<file path="src/rtl/frame_writer_pkg.sv">
// Shared definitions for the camera frame writer: FSM encoding, RGB565 field
// positions inside the {hi, lo} byte pair, and sticky error bit indices.
package frame_writer_pkg;

    typedef enum logic [2:0] {
        IDLE      = 3'd0,
        SYNC      = 3'd1,
        WAIT_LINE = 3'd2,
        BYTE_HI   = 3'd3,
        BYTE_LO   = 3'd4
    } state_t;

    localparam int R_HI = 15;
    localparam int R_LO = 11;
    localparam int G_HI = 10;
    localparam int G_LO = 5;
    localparam int B_HI = 4;
    localparam int B_LO = 0;

    localparam int ERR_LINE_OVF = 0;
    localparam int ERR_ODD_BYTE = 1;

endpackage

</file>
<file path="src/rtl/frame_writer_rgb565_unpack.sv">
// Splits an RGB565 byte pair into R, G, B and keeps the CH_W most significant
// bits of each channel, packed as {R, G, B}.
module rgb565_unpack
    import frame_writer_pkg::*;
#(
    parameter int CH_W = 5
) (
    input  logic [7:0]        hi,
    input  logic [7:0]        lo,
    output logic [3*CH_W-1:0] rgb
);

    logic [15:0]        word;
    logic [R_HI-R_LO:0] r_full;
    logic [G_HI-G_LO:0] g_full;
    logic [B_HI-B_LO:0] b_full;
    logic               unused_bits;

    assign word   = {hi, lo};
    assign r_full = word[R_HI:R_LO];
    assign g_full = word[G_HI:G_LO];
    assign b_full = word[B_HI:B_LO];

    assign rgb = {r_full[R_HI-R_LO -: CH_W],
                  g_full[G_HI-G_LO -: CH_W],
                  b_full[B_HI-B_LO -: CH_W]};

    // Truncated LSBs are intentionally dropped.
    assign unused_bits = ^{r_full, g_full, b_full};

endmodule

</file>
<file path="src/rtl/frame_writer.sv">
// Captures an 8-bit RGB565 camera stream into a (decimated) frame buffer,
// with ping-pong banking, frame counting and sticky framing errors.
module frame_writer
    import frame_writer_pkg::*;
#(
    parameter int H_RES      = 640,
    parameter int V_RES      = 480,
    parameter int DECIM      = 1,
    parameter int CH_W       = 5,
    parameter int DOUBLE_BUF = 1,
    parameter int ADDR_W     = 19
) (
    input  logic              CLK,
    input  logic              RESETn,
    input  logic              en,
    input  logic              vsync,
    input  logic              href,
    input  logic              pclk_rise,
    input  logic [7:0]        d,
    input  logic              err_clr,
    output logic              wr_en,
    output logic [ADDR_W-1:0] wr_addr,
    output logic [3*CH_W-1:0] wr_data,
    output logic              wr_bank,
    output logic              rd_bank,
    output logic              frame_done,
    output logic [15:0]       frame_cnt,
    output logic              busy,
    output logic [1:0]        err
);

    localparam int COL_W = $clog2(H_RES + 1);
    localparam int ROW_W = $clog2(V_RES + 1);
    localparam logic [COL_W-1:0]  COL_END   = COL_W'(H_RES);
    localparam logic [COL_W-1:0]  COL_MASK  = COL_W'(DECIM - 1);
    localparam logic [ROW_W-1:0]  ROW_END   = ROW_W'(V_RES);
    localparam logic [ROW_W-1:0]  ROW_MASK  = ROW_W'(DECIM - 1);
    localparam logic [ADDR_W-1:0] LINE_STEP = ADDR_W'(H_RES / DECIM);

    state_t              state;
    logic [1:0]          rst_sync;
    logic                rst_n;
    logic                vsync_q;
    logic [7:0]          hi_q;
    logic                pix_ok;
    logic                abort_q;
    logic                wrote_any;
    logic [COL_W-1:0]    col;
    logic [ROW_W-1:0]    row;
    logic [ADDR_W-1:0]   px_addr;
    logic [ADDR_W-1:0]   line_base;
    logic [ADDR_W-1:0]   line_next;
    logic [3*CH_W-1:0]   pix_rgb;
    logic                vsync_rise, vsync_fall;
    logic                in_byte, col_ok, row_ok, row_take, px_take;
    logic                lo_strobe, line_end;
    logic [1:0]          err_set;

    // Assertion is immediate, release is aligned to CLK.
    always_ff @(posedge CLK or negedge RESETn) begin
        if (!RESETn) rst_sync <= 2'b00;
        else         rst_sync <= {rst_sync[0], 1'b1};
    end
    assign rst_n = rst_sync[1];

    rgb565_unpack #(.CH_W(CH_W)) u_unpack (
        .hi  (hi_q),
        .lo  (d),
        .rgb (pix_rgb)
    );

    assign vsync_rise = vsync & ~vsync_q;
    assign vsync_fall = ~vsync & vsync_q;
    assign busy       = (state == WAIT_LINE) || (state == BYTE_HI) || (state == BYTE_LO);
    assign in_byte    = (state == BYTE_HI) || (state == BYTE_LO);
    assign col_ok     = col < COL_END;
    assign row_ok     = row < ROW_END;
    assign row_take   = row_ok && ((row & ROW_MASK) == '0);
    assign px_take    = row_take && col_ok && ((col & COL_MASK) == '0);
    assign lo_strobe  = (state == BYTE_LO) && href && pclk_rise && !vsync_rise;
    assign line_end   = in_byte && !href;
    assign line_next  = line_base + LINE_STEP;

    // NOTE: always_comb outputs get a default first so no path can infer a latch.
    always_comb begin
        err_set = '0;
        err_set[ERR_LINE_OVF] = lo_strobe && !col_ok && row_ok;
        err_set[ERR_ODD_BYTE] = (state == BYTE_LO) && !href && !vsync_rise;
    end

    // NOTE: all state updates are non-blocking so every register sees pre-edge values.
    always_ff @(posedge CLK or negedge rst_n) begin
        if (!rst_n) begin
            state      <= IDLE;
            vsync_q    <= 1'b0;
            hi_q       <= '0;
            pix_ok     <= 1'b0;
            abort_q    <= 1'b0;
            wrote_any  <= 1'b0;
            col        <= '0;
            row        <= '0;
            px_addr    <= '0;
            line_base  <= '0;
            wr_en      <= 1'b0;
            wr_addr    <= '0;
            wr_data    <= '0;
            wr_bank    <= 1'b0;
            rd_bank    <= 1'b0;
            frame_done <= 1'b0;
            frame_cnt  <= '0;
            err        <= '0;
        end else begin
            vsync_q    <= vsync;
            wr_en      <= 1'b0;
            frame_done <= 1'b0;
            err        <= (err & ~{2{err_clr}}) | err_set;
            if (busy && !en) abort_q <= 1'b1;

            case (state)
                IDLE: if (en) state <= SYNC;
                SYNC: begin
                    if (!en) begin
                        state <= IDLE;
                    end else if (vsync_fall) begin
                        state     <= WAIT_LINE;
                        col       <= '0;
                        row       <= '0;
                        px_addr   <= '0;
                        line_base <= '0;
                        wrote_any <= 1'b0;
                        abort_q   <= 1'b0;
                    end
                end
                default: begin
                    if (vsync_rise) begin
                        // A disabled frame ends silently and leaves the banks alone.
                        if (abort_q || !en) begin
                            state <= IDLE;
                        end else begin
                            state <= SYNC;
                            if (wrote_any) begin
                                frame_done <= 1'b1;
                                frame_cnt  <= frame_cnt + 16'd1;
                                rd_bank    <= wr_bank;
                                if (DOUBLE_BUF != 0) wr_bank <= ~wr_bank;
                            end
                        end
                    end else if (state == WAIT_LINE) begin
                        if (href) begin
                            state <= BYTE_HI;
                            col   <= '0;
                        end
                    end else if (line_end) begin
                        state <= WAIT_LINE;
                        if (row_ok) row <= row + ROW_W'(1);
                        if (row_take) begin
                            line_base <= line_next;
                            px_addr   <= line_next;
                        end else begin
                            px_addr   <= line_base;
                        end
                    end else if (state == BYTE_HI) begin
                        if (pclk_rise) begin
                            state  <= BYTE_LO;
                            hi_q   <= d;
                            pix_ok <= en && !abort_q;
                        end
                    end else if (lo_strobe) begin
                        state <= BYTE_HI;
                        if (col_ok) col <= col + COL_W'(1);
                        if (px_take) begin
                            px_addr <= px_addr + ADDR_W'(1);
                            if (pix_ok) begin
                                wr_en     <= 1'b1;
                                wr_addr   <= px_addr;
                                wr_data   <= pix_rgb;
                                wrote_any <= 1'b1;
                            end
                        end
                    end
                end
            endcase
        end
    end

endmodule

</file>
<file path="config.mk">
export PLATFORM = sky130hd
export DESIGN_NAME = frame_writer
export DESIGN_NICKNAME = d
export VERILOG_FILES = /design/src/rtl/frame_writer_pkg.sv /design/src/rtl/frame_writer_rgb565_unpack.sv /design/src/rtl/frame_writer.sv
export SDC_FILE = /design/constraint.sdc
export NUM_CORES = 1
export LEC_CHECK = 0
export ABC_AREA = 1
export BUFFER_PORTS_ARGS = -buffer_cell sky130_fd_sc_hd__buf_2
export CORE_AREA = 8 8 189 101
export DETAILED_ROUTE_END_ITERATION = 12
export DIE_AREA = 0 0 197 109
export GPL_ROUTABILITY_DRIVEN = 0
export GPL_TIMING_DRIVEN = 0
export PLACE_DENSITY = 0.68
export SLEW_MARGIN = 30
export SYNTH_ARGS = -nofsm -noshare
export SYNTH_HDL_FRONTEND = slang
export SYNTH_SLANG_ARGS = --single-unit
</file>
<file path="constraint.sdc">
create_clock -name CLK -period 5.7 [get_ports CLK]
set_input_delay 0.285 -clock CLK [delete_from_list [all_inputs] [get_ports CLK]]
set_output_delay 0.285 -clock CLK [all_outputs]
set_load 0.005 [all_outputs]
</file>
Word-level counts from Yosys, hierarchy flattened
Cells that the tools add are included.
{"block": "word_totals", "output_inout_bits": 57, "wordCells": 169, "in_bits": 15, "register_bits": 130}
{"block": "op_classes", "magnitude_cmp": 2, "mux": 69, "n_bitwise": 15, "add_sub_neg": 5, "reduce_logical": 41, "n_eq_ne": 18}
{"op": "$mux W19", "count": 12}
{"op": "$mux W10", "count": 9}
{"op": "$pmux W19 S2", "count": 2}
{"op": "$mux W9", "count": 6}
{"op": "$mux W3", "count": 10}
{"op": "$mux W1", "count": 26}
{"op": "$pmux W10 S2", "count": 1}
{"op": "$add A19 B1 Y19 const B", "count": 1}
{"op": "$add A19 B10 Y19 const B", "count": 1}
{"op": "$pmux W9 S2", "count": 1}
{"op": "$add A16 B1 Y16 const B", "count": 1}
{"op": "$reduce_and A8 Y1", "count": 2}
{"op": "$reduce_and A6 Y1", "count": 2}
{"op": "$reduce_bool A3 Y1", "count": 4}
{"op": "$logic_and A1 B1 Y1", "count": 11}
{"op": "$add A10 B1 Y10 const B", "count": 1}
{"op": "$lt A10 B10 Y1 const B", "count": 1}
{"op": "$not A1 Y1", "count": 10}
{"op": "$reduce_and A10 Y1", "count": 1}
{"op": "$reduce_bool A2 Y1", "count": 5}
{"op": "$add A9 B1 Y9 const B", "count": 1}
{"op": "$lt A9 B9 Y1 const B", "count": 1}
{"op": "$ne A3 B2 Y1 const B", "count": 3}
{"op": "$reduce_and A9 Y1", "count": 1}
{"op": "other kinds (23)", "count": 37}

Logic depth before layout (Yosys ltp)
Gate-level depths: netlist (run 1).
{"block": "logic_depth", "depth_word": 10, "ltp_mapped": 11}

Hierarchy
A second synthesis (run 1) with hierarchy kept.
{"block": "hier_totals", "hier_cells": 855, "hier_area_um2": 6626.4}
{"module": "frame_writer", "area_per_inst_um2": 6513.7, "n_inst": 1, "cells_each": 840, "seq_area_each_um2": 3078.0}
{"module": "rgb565_unpack", "area_per_inst_um2": 112.6, "n_inst": 1, "cells_each": 15, "seq_area_each_um2": 0.0}

Worst setup path after synthesis (run 1)
Ideal clock, no wire load.
{"block": "synth_path", "path_type": "register -> register", "from": "reg state[0]", "to": "reg wr_addr[17]", "n_path_buf": 2, "path_stages_with_launch": 9, "synth_period_minus_slack_ns": 1.570, "path_slack_ns": 4.130, "arrival_ns": 1.436, "cell_sequence": "dfrtp_1 nor2_1 nand3_1 nor2_4 nand3_2 buf_2 buf_6 nand2_1 o21ai_0"}
{"block": "synth_via", "elab_chain_len": 5, "word_cells_on_any_way": 16, "cone_classes": "4 x eq/ne; 4 x bitwise; 8 x reduce/logical"}
{"item": "start: declaration", "line_no": "frame_writer.sv:40", "rtl": "state_t state;"}
{"item": "start signal: assignment", "line_no": "frame_writer.sv:94", "rtl": "state <= IDLE;"}
{"item": "start signal: assignment", "line_no": "frame_writer.sv:120", "rtl": "IDLE: if (en) state <= SYNC;"}
{"item": "start signal: assignment", "line_no": "frame_writer.sv:123", "rtl": "state <= IDLE;"}
{"item": "$eq A3 B3 Y1 / $eq A3 B2 Y1 (equally long branches)", "line_no": "frame_writer.sv:75, frame_writer.sv:80, frame_writer.sv:162"}
{"item": "$logic_and A1 B1 Y1 / $logic_or A1 B1 Y1 (equally long branches)", "line_no": "frame_writer.sv:80, frame_writer.sv:75"}
{"item": "$logic_and A1 B1 Y1 (on tied branches)", "line_no": "frame_writer.sv:80, frame_writer.sv:81"}
{"item": "$logic_and A1 B1 Y1 / $not A1 Y1 (equally long branches)"}
{"item": "$reduce_and A8 Y1 (no line) (*)"}
{"item": "end signal: assignment", "line_no": "frame_writer.sv:175", "rtl": "wr_addr <= px_addr;"}
{"item": "end: declaration", "line_no": "frame_writer.sv:22", "rtl": "output logic [ADDR_W-1:0] wr_addr,"}
Every way passes the cells marked *; elsewhere a longest branch is shown, timed or not.
A chain may end at the register's enable or synchronous reset.

Worst setup path after layout (run 1)
{"block": "layout_path", "from": "in vsync", "to": "reg frame_cnt[15]"}
{"block": "layout_via", "elab_chain_len": 2}
{"item": "start: declaration", "line_no": "frame_writer.sv:16", "rtl": "input logic vsync,"}
{"item": "$and A1 B1 Y1", "line_no": "frame_writer.sv:72", "rtl": "assign vsync_rise = vsync & ~vsync_q;"}
{"item": "$reduce_and A4 Y1 (no line)"}
{"item": "end signal: assignment", "line_no": "frame_writer.sv:143", "rtl": "frame_cnt <= frame_cnt + 16'd1;"}
{"item": "end: declaration", "line_no": "frame_writer.sv:27", "rtl": "output logic [15:0] frame_cnt,"}
No other way between the ends.

==> flow_summary_export.csv, run 1 <==
group,metric,value,unit
global_route,overflow,0,
floorplanning,dieArea,21500,µm²
clock_tree,clockBufferDepth,2,
run,maxCapViolCount,0,
finish,fin_cells,1174,
sta,worst_slew_pin_slew,0.621,ns
drt,drcViolationCount,0,
sta,rsz0062_at_grt,"false",
global_route,grt.total_usage,16.9,%
clock_tree,postCtsHoldBufs,2,
critical_path,r2r_end,"frame_cnt[15]",
critical_path,reg2reg_from,"vsync_q",
drt,ant_nets,0,
critical_path,worstPathArrival,2.53,ns
power,power_density,445,nW/µm²
finish,fin_util,46.6,%
sta,hold_viol_final,0,
clock_tree,clock_latency,0.42,ns
critical_path,worstSetupEndpointType,"register",
logic_synthesis,synth-async-reset-ratio,100,%
logic_synthesis,synth_top_family_by_area,"simple AND/OR/NAND/NOR gates",
sta,slew_violations,0,
sta,fmax,450,MHz
finish,finalNetCount,947,
logic_synthesis,synth_cell_type_count,38,
critical_path,crit_path_end,"frame_cnt[15]",
drt,drt_iter0_drc,635,
sta,fin_crit_sh,39.0,%
logic_synthesis,synth_mux_area_share,0,%
finish,diodes,0,
logic_synthesis,ys.flop_type,"dfrtp_1",
logic_synthesis,yosys.area_share.simple,29.8,%
sta,relSlewSlack,58.6,%
critical_path,worstSetupStartpoint,"vsync",
critical_path,cp_max_fo,9,
logic_synthesis,synthAdderAreaFrac,0.966,%
placed_design,dp_cells,1140,
sta,timing.setup.tns,0,ns
logic_synthesis,synth_area_per_cell,7.77,µm²
power,leakagePower,4.00,nW
global_route,grt_pass1_vias,5292,
logic_synthesis,synthXorXnorAreaFrac,4.19,%
drt,wire_per_inst,15.0,µm
clock_tree,clk_pin_slew,0.06,ns
critical_path,reg2reg_depth,10,
sta,post-route-min-period,2.22,ns
logic_synthesis,ys_warn_count,0,
clock_tree,post_cts_buffers,0,
floorplanning,core,16700,µm²
critical_path,r2r_setup_slack,3.58,ns
critical_path,critPathLaunchType,"primary input",
drt,dr.pass1.iters,7,
sta,skew,0.00815,ns
logic_synthesis,synth_edf_count,0,
finish,area_growth,19.9,%
drt,drt-total-wl,17.6,mm
global_route,grt_first_pass_wirelength,28.5,mm
min_path,min_from,"err_clr",
clock_tree,cts.sinks,123,
sta,finalSetupViolations,0,
floorplanning,io_pins,72,
floorplanning,die_h,109,µm
finish,drive_above_1_share,17.1,%
finish,nFillCells,1657,
critical_path,path_class,"in -> reg",
drt,vias_per_cell,4.93,
clock_tree,cts-htree-levels,4,
status,status,"finished clean",
clock_tree,postCtsResizedCells,0,
global_route,grt_max_degree,43,
logic_synthesis,ys_seq_elements,123,
power,ir_drop,0.268,mV
placed_design,dp_hpwl,13.0,mm
min_path,hold_class,"in -> reg",
logic_synthesis,syn-num-nets,853,
placed_design,portBuffers,71,
logic_synthesis,synthCells,833,
drt,vias,5783,
clock_tree,tritoncts,"built",
critical_path,cp_data_required_time,6.01,ns
logic_synthesis,syn-cell-area,6480,µm²
clock_tree,cts_root_buffer,"clkbuf_16",
floorplanning,rows,34,
global_route,antenna_found_initial,0,
logic_synthesis,synth-compound-area-share,9.10,%
logic_synthesis,yosysSeqAreaShare,47.5,%
floorplanning,start_util,38.8,%
clock_tree,numCtsBuffers,17,
floorplanning,die_w,197,µm
cells in the final DEF, fill, tap and decap left out, drive strengths merged, types with 2 or more instances in the layout:
cell and count:
clkinv 9, dlygate4sd3 2, nor2 72, clkbuf 24, xnor2 9, inv 111, dfrtp 123, o22ai 7
a21oi 11, xor2 22, buf 85, ha 5, o21ai 78, nand3 68, clkinvlp 2, nand2 278
nor3 15, nand4 12
flip-flops by register name (all words and copies together), names as in the netlist:
name,flops
line_base,12
rst_sync,2
col,10
frame_done,1
err,2
vsync_q,1
wr_data,15
wr_addr,19
row,9
hi_q,8
wr_bank,1
rd_bank,1
state,3
wr_en,1
px_addr,19
pix_ok,1
wrote_any,1
frame_cnt,16
abort_q,1
worst max-delay path, cell delays in order:
cell and delay, ns:
dlygate4sd3_1 0.54, buf_2 0.13, nand2_1 0.16, nor2_1 0.20, nand3_1 0.23, clkinv_1 0.26
nand4_1 0.21, nor2_1 0.30, nand2_1 0.08, nand2_1 0.06, nand2_1 0.05
synthesized netlist by cell type (6+ instances only):
library cell | number | area share, %
nand2_1 | 272 | 16
dfrtp_1 | 123 | 48
inv_1 | 101 | 5.9
nor2_1 | 65 | 3.8
nand3_1 | 63 | 4.9
o21ai_0 | 50 | 3.9
xor2_1 | 22 | 3.0
nor3_1 | 15 | 1.2
o21ai_2 | 15 | 2.0
o21ai_1 | 13 | 1.0
nand4_1 | 12 | 1.2
a21oi_1 | 9 | 0.70
xnor2_1 | 9 | 1.2
clkbuf_1 | 7 | 0.41
nor2_4 | 6 | 1.0
o22ai_1 | 6 | 0.58
how the worst min path moves through the flow:
stage / cells after the start / endpoint
2_1_floorplan: 0 / rst_sync[0]
3_3_place_gp: 1 / rst_sync[0]
3_5_place_dp: 1 / rst_sync[0]
4_1_cts: 2 / err[0]
5_1_grt: 2 / err[0]
6_report: 2 / err[0]
power breakdown:
part           internal [W]  leakage [nW]  switching, W
Clock              0.000606         0.275      0.000438
Sequential          0.00108          1.65      0.000213
Combinational      0.000391          2.07      0.000729
Total               0.00208          4.00       0.00138
cell type report:
cell class,instances,area [µm²],area share (%)
plain buffers,19,131,1.69
clock buffers,17,425,5.48
clock inverters,15,143,1.84
inverters,108,413,5.32
multi-input cells,583,2850,36.8
flip-flops and latches,123,3080,39.7
well taps,234,293,3.77
repair buffers,75,423,5.45
metrics by stage:
stage	setup slack (ns)	power [W]	area, µm²	hold slack (ns)
after floorplan	2.02	0.00206	6480	-0.0106
after global placement	0.450	0.00237	7120	0.0731
after detailed placement	3.71	0.00239	7180	0.0743
after CTS	3.59	0.00346	7760	0.0466
after global routing	3.38	0.00368	7760	0.0532
final	3.48	0.00346	7760	0.0599
per-layer routing:
layer | wire (µm) | GRT usage (%) | vias to the layer above
li1 | - | - | 2834
met1 | 9440 | 26.9 | 2698
met2 | 6440 | 21.3 | 241
met4 | 112 | 4.16 | 0
met5 | 0 | 0 | -
met3 | 1650 | 4.74 | 10
cells by family after synthesis:
| logic type | Yosys count |
|---|---|
| simple gates | 447 |
| other cells | 1 |
| fa+ha+maj | 5 |
| buf+inv | 127 |
| flops | 123 |
| xor+xnor | 31 |
| compound gates | 99 |
(Power assumes the default switching activity.)
==> run 2, diff against run 1 <==
- ABC_AREA: 1 -> 0
- CORE_AREA: 8 8 189 101 -> 8 8 184 99
- DIE_AREA: 0 0 197 109 -> 0 0 192 107
- PLACE_DENSITY: 0.68 -> 0.7
- clock period: 5.7 -> 1.9 ns (I/O delays scaled with it)
==> run 2 against run 1 <==
The flow now finishes with violations (negative setup slack). Synthesized cell count shrank 29%. Via count shrank 4.8%. Combinational power grew to 3.3 times the previous value. Clock-buffer cell count is the same. Die area shrank 4.3%. Highest routed layer unchanged.
==> flow_summary_export.csv, run 2 <==
group,metric,value,unit
power,leakagePower,4.11,nW
sta,relSlewSlack,52.4,%
sta,fin_crit_sh,113,%
logic_synthesis,synthCells,590,
critical_path,reg2reg_depth,8,
sta,slew_violations,0,
global_route,overflow,0,
logic_synthesis,syn-cell-area,6120,µm²
logic_synthesis,netlist_top_cells_count,"dfrtp_1, nand2_1, nor2_1, o21ai_0, mux2_1",
run,maxCapViolCount,0,
critical_path,worstPathArrival,2.44,ns
power,power.internal,0.00656,W
power,power.total,0.0101,W
finish,area_growth,43.2,%
placed_design,dp_cells,874,
drt,drt-total-wl,18.0,mm
logic_synthesis,synth.most_common_cell,"dfrtp_1",
finish,final_cell_mix,"dfrtp_1, buf_2, nand2_1, nor2_1, buf_4",
min_path,hold_class,"in -> reg",
drt,wire_per_inst,18.5,µm
global_route,antenna_found_initial,0,
logic_synthesis,synth.area.top_cells,"dfrtp_1, mux2_1, nand2_1, mux2_2, o21ai_0",
sta,finalSetupViolations,83,
placed_design,dp_hpwl,11.2,mm
placed_design,portBuffers,71,
logic_synthesis,syn-num-nets,610,
logic_synthesis,synth_area_per_cell,10.4,µm²
floorplanning,die_w,192,µm
critical_path,worstSetupEndpointType,"register",
logic_synthesis,synth-compound-area-share,13.8,%
floorplanning,start_util,38.8,%
status,status,"finished, violations left",
clock_tree,cts.sinks,123,
critical_path,path_class,"reg -> reg",
clock_tree,tritoncts,"built",
clock_tree,clockBufferDepth,2,
finish,diodes,0,
drt,ant_nets,0,
logic_synthesis,synth_top_family_by_area,"simple AND/OR/NAND/NOR gates",
logic_synthesis,yosysSeqAreaShare,50.3,%
critical_path,cp_data_required_time,2.20,ns
floorplanning,core,15800,µm²
drt,vias,5508,
logic_synthesis,synthXorXnorAreaFrac,4.44,%
sta,skew,0.0154,ns
sta,post-route-min-period,2.14,ns
power,ir_drop,0.710,mV
floorplanning,io_pins,72,
logic_synthesis,synth_cell_type_count,63,
logic_synthesis,synthAdderAreaFrac,1.19,%
finish,final_common_cell,"dfrtp_1",
floorplanning,dieArea,20500,µm²
drt,drcViolationCount,0,
placed_design,post_dp_cell_area,6890,µm²
clock_tree,numCtsBuffers,17,
logic_synthesis,synth_edf_count,0,
sta,hold_viol_final,0,
power,p_sw_share,35.4,%
power,power.share.clock,31.7,%
logic_synthesis,ys_seq_elements,123,
global_route,grt_max_degree,42,
drt,dr.pass1.iters,6,
logic_synthesis,synth_mux_area_share,9.45,%
sta,hold_ws,0.0843,ns
drt,vias_per_cell,5.67,
finish,reg.largest.list,"px_addr (19), wr_addr (19), frame_cnt (16)",
logic_synthesis,netlist.area_leader.share,50.3,%
power,power_density,1160,nW/µm²
clock_tree,clk_pin_slew,0.06,ns
logic_synthesis,ys_warn_count,0,
finish,drive_above_1_share,40.5,%
power,p_sw,0.00359,W
clock_tree,cts_root_buffer,"clkbuf_16",
global_route,grt_first_pass_wirelength,28.2,mm
floorplanning,die_h,107,µm
critical_path,critPathLaunchType,"register",
logic_synthesis,yosys.area_share.simple,18.1,%
clock_tree,cts-htree-levels,4,
status,failed_checks,"negative setup slack",
logic_synthesis,ys.flop_type,"dfrtp_1",
min_path,worstHoldPathCells,4,
finish,fin_cells,971,
drt,drt_iter0_drc,497,
sta,worst_slack,-0.240,ns
global_route,grt.total_usage,17.1,%
sta,worst_slew_pin_slew,0.713,ns
finish,finalNetCount,770,
finish,final_area,8760,µm²
logic_synthesis,synth-async-reset-ratio,100,%
sta,fmax,467,MHz
clock_tree,clock_latency,0.42,ns
sta,rsz0062_at_grt,"true",
power,p_comb_share,36.4,%
global_route,grt_pass1_vias,5185,
power,pwr-share-seq,31.9,%
logic_synthesis,yosysTopAreaCell,"dfrtp_1",
floorplanning,rows,33,
critical_path,cp_max_fo,4,
[run 2: cell count changes after synthesis, sizes merged, moves of 11 or more]
cell	delta
nand3	-50
a21oi	+13
mux2	+46
nand2	-220
nor4	+13
inv	-99
and3	+11
nor2	-29
o21ai	-40
[run 2: repair_timing]
item                                    4_1_cts  5_1_grt
gates cloned                                  4        0
resized for setup                           120       85
endpoints found under the setup margin      111      109
buffers inserted                             43       19
pin swaps                                    30       25
endpoints found under the hold margin        20        0
hold buffers                                 12        0
[run 2: worst paths after layout]
kind	startpoint	to	slack [ns]
min	en	abort_q	0.08
min in group asynchronous	rst_sync[1]	wrote_any	0.23
max reg2reg	state[1]	col[8]	-0.24
max in group asynchronous	rst_sync[1]	state[2]	0.93
max	state[1]	col[8]	-0.24
min reg2reg	rst_sync[1]	wrote_any	0.23
[run 2: area by class of cell]
type,instances,area (µm²)
plain buffers,21,180
clock buffers,17,425
clock inverters,13,144
fillers,1312,7010
inverters,8,30.0
multi-input cells,429,3410
flip-flops and latches,123,3090
well taps,210,263
repair buffers,150,1220
[run 2: routing by layer]
layer / global-route usage, % / part of all wire, % / vias to the layer above
li1: - / - / 2506
met1: 25.5 / 48 / 2734
met2: 23.2 / 42 / 246
met3: 5.74 / 8.5 / 22
met4: 3.96 / 1.1 / 0
met5: 0 / 0 / -
[run 2: worst max-delay path, stage by stage (launching register included)]
cell	delay, ns
dfrtp_2	0.44
buf_6	0.13
buf_6	0.10
and3b_1	0.24
nand4_1	0.15
a211o_1	0.33
buf_6	0.13
o31a_1	0.28
o21ba_2	0.21
[run 2: per-stage QoR]
stage / utilization, % / TNS [ns] / setup slack, ns
2_1_floorplan: - / -5.53 / -0.166
3_3_place_gp: 43.2 / -35.54 / -0.542
3_5_place_dp: 43.7 / -35.78 / -0.520
4_1_cts: 52.9 / -8.96 / -0.224
5_1_grt: 55.5 / -13.01 / -0.285
6_report: 55.5 / -9.00 / -0.240
[run 2: power by group through the flow]
stage | clock network [W] | registers (W) | logic [W]
CTS | 0.00324 | 0.00321 | 0.00312
detailed placement | 0 | 0.00325 | 0.00218
floorplan | 0 | 0.00320 | 0.00157
finish | 0.00321 | 0.00324 | 0.00369
global placement | 0 | 0.00328 | 0.00209
global route | 0.00336 | 0.00328 | 0.00392
[run 2: logic make-up (layout without fill, tap and decap cells)]
kind of cell | after synthesis | after routing
AOI/OAI and AO/OA | 127 | 127
xor gates and xnor gates | 31 | 31
adders and majority gates | 6 | 6
buffers and inverters | 38 | 209
DFF | 123 | 123
muxes | 52 | 52
other | 1 | 1
and+or+nand+nor | 212 | 212
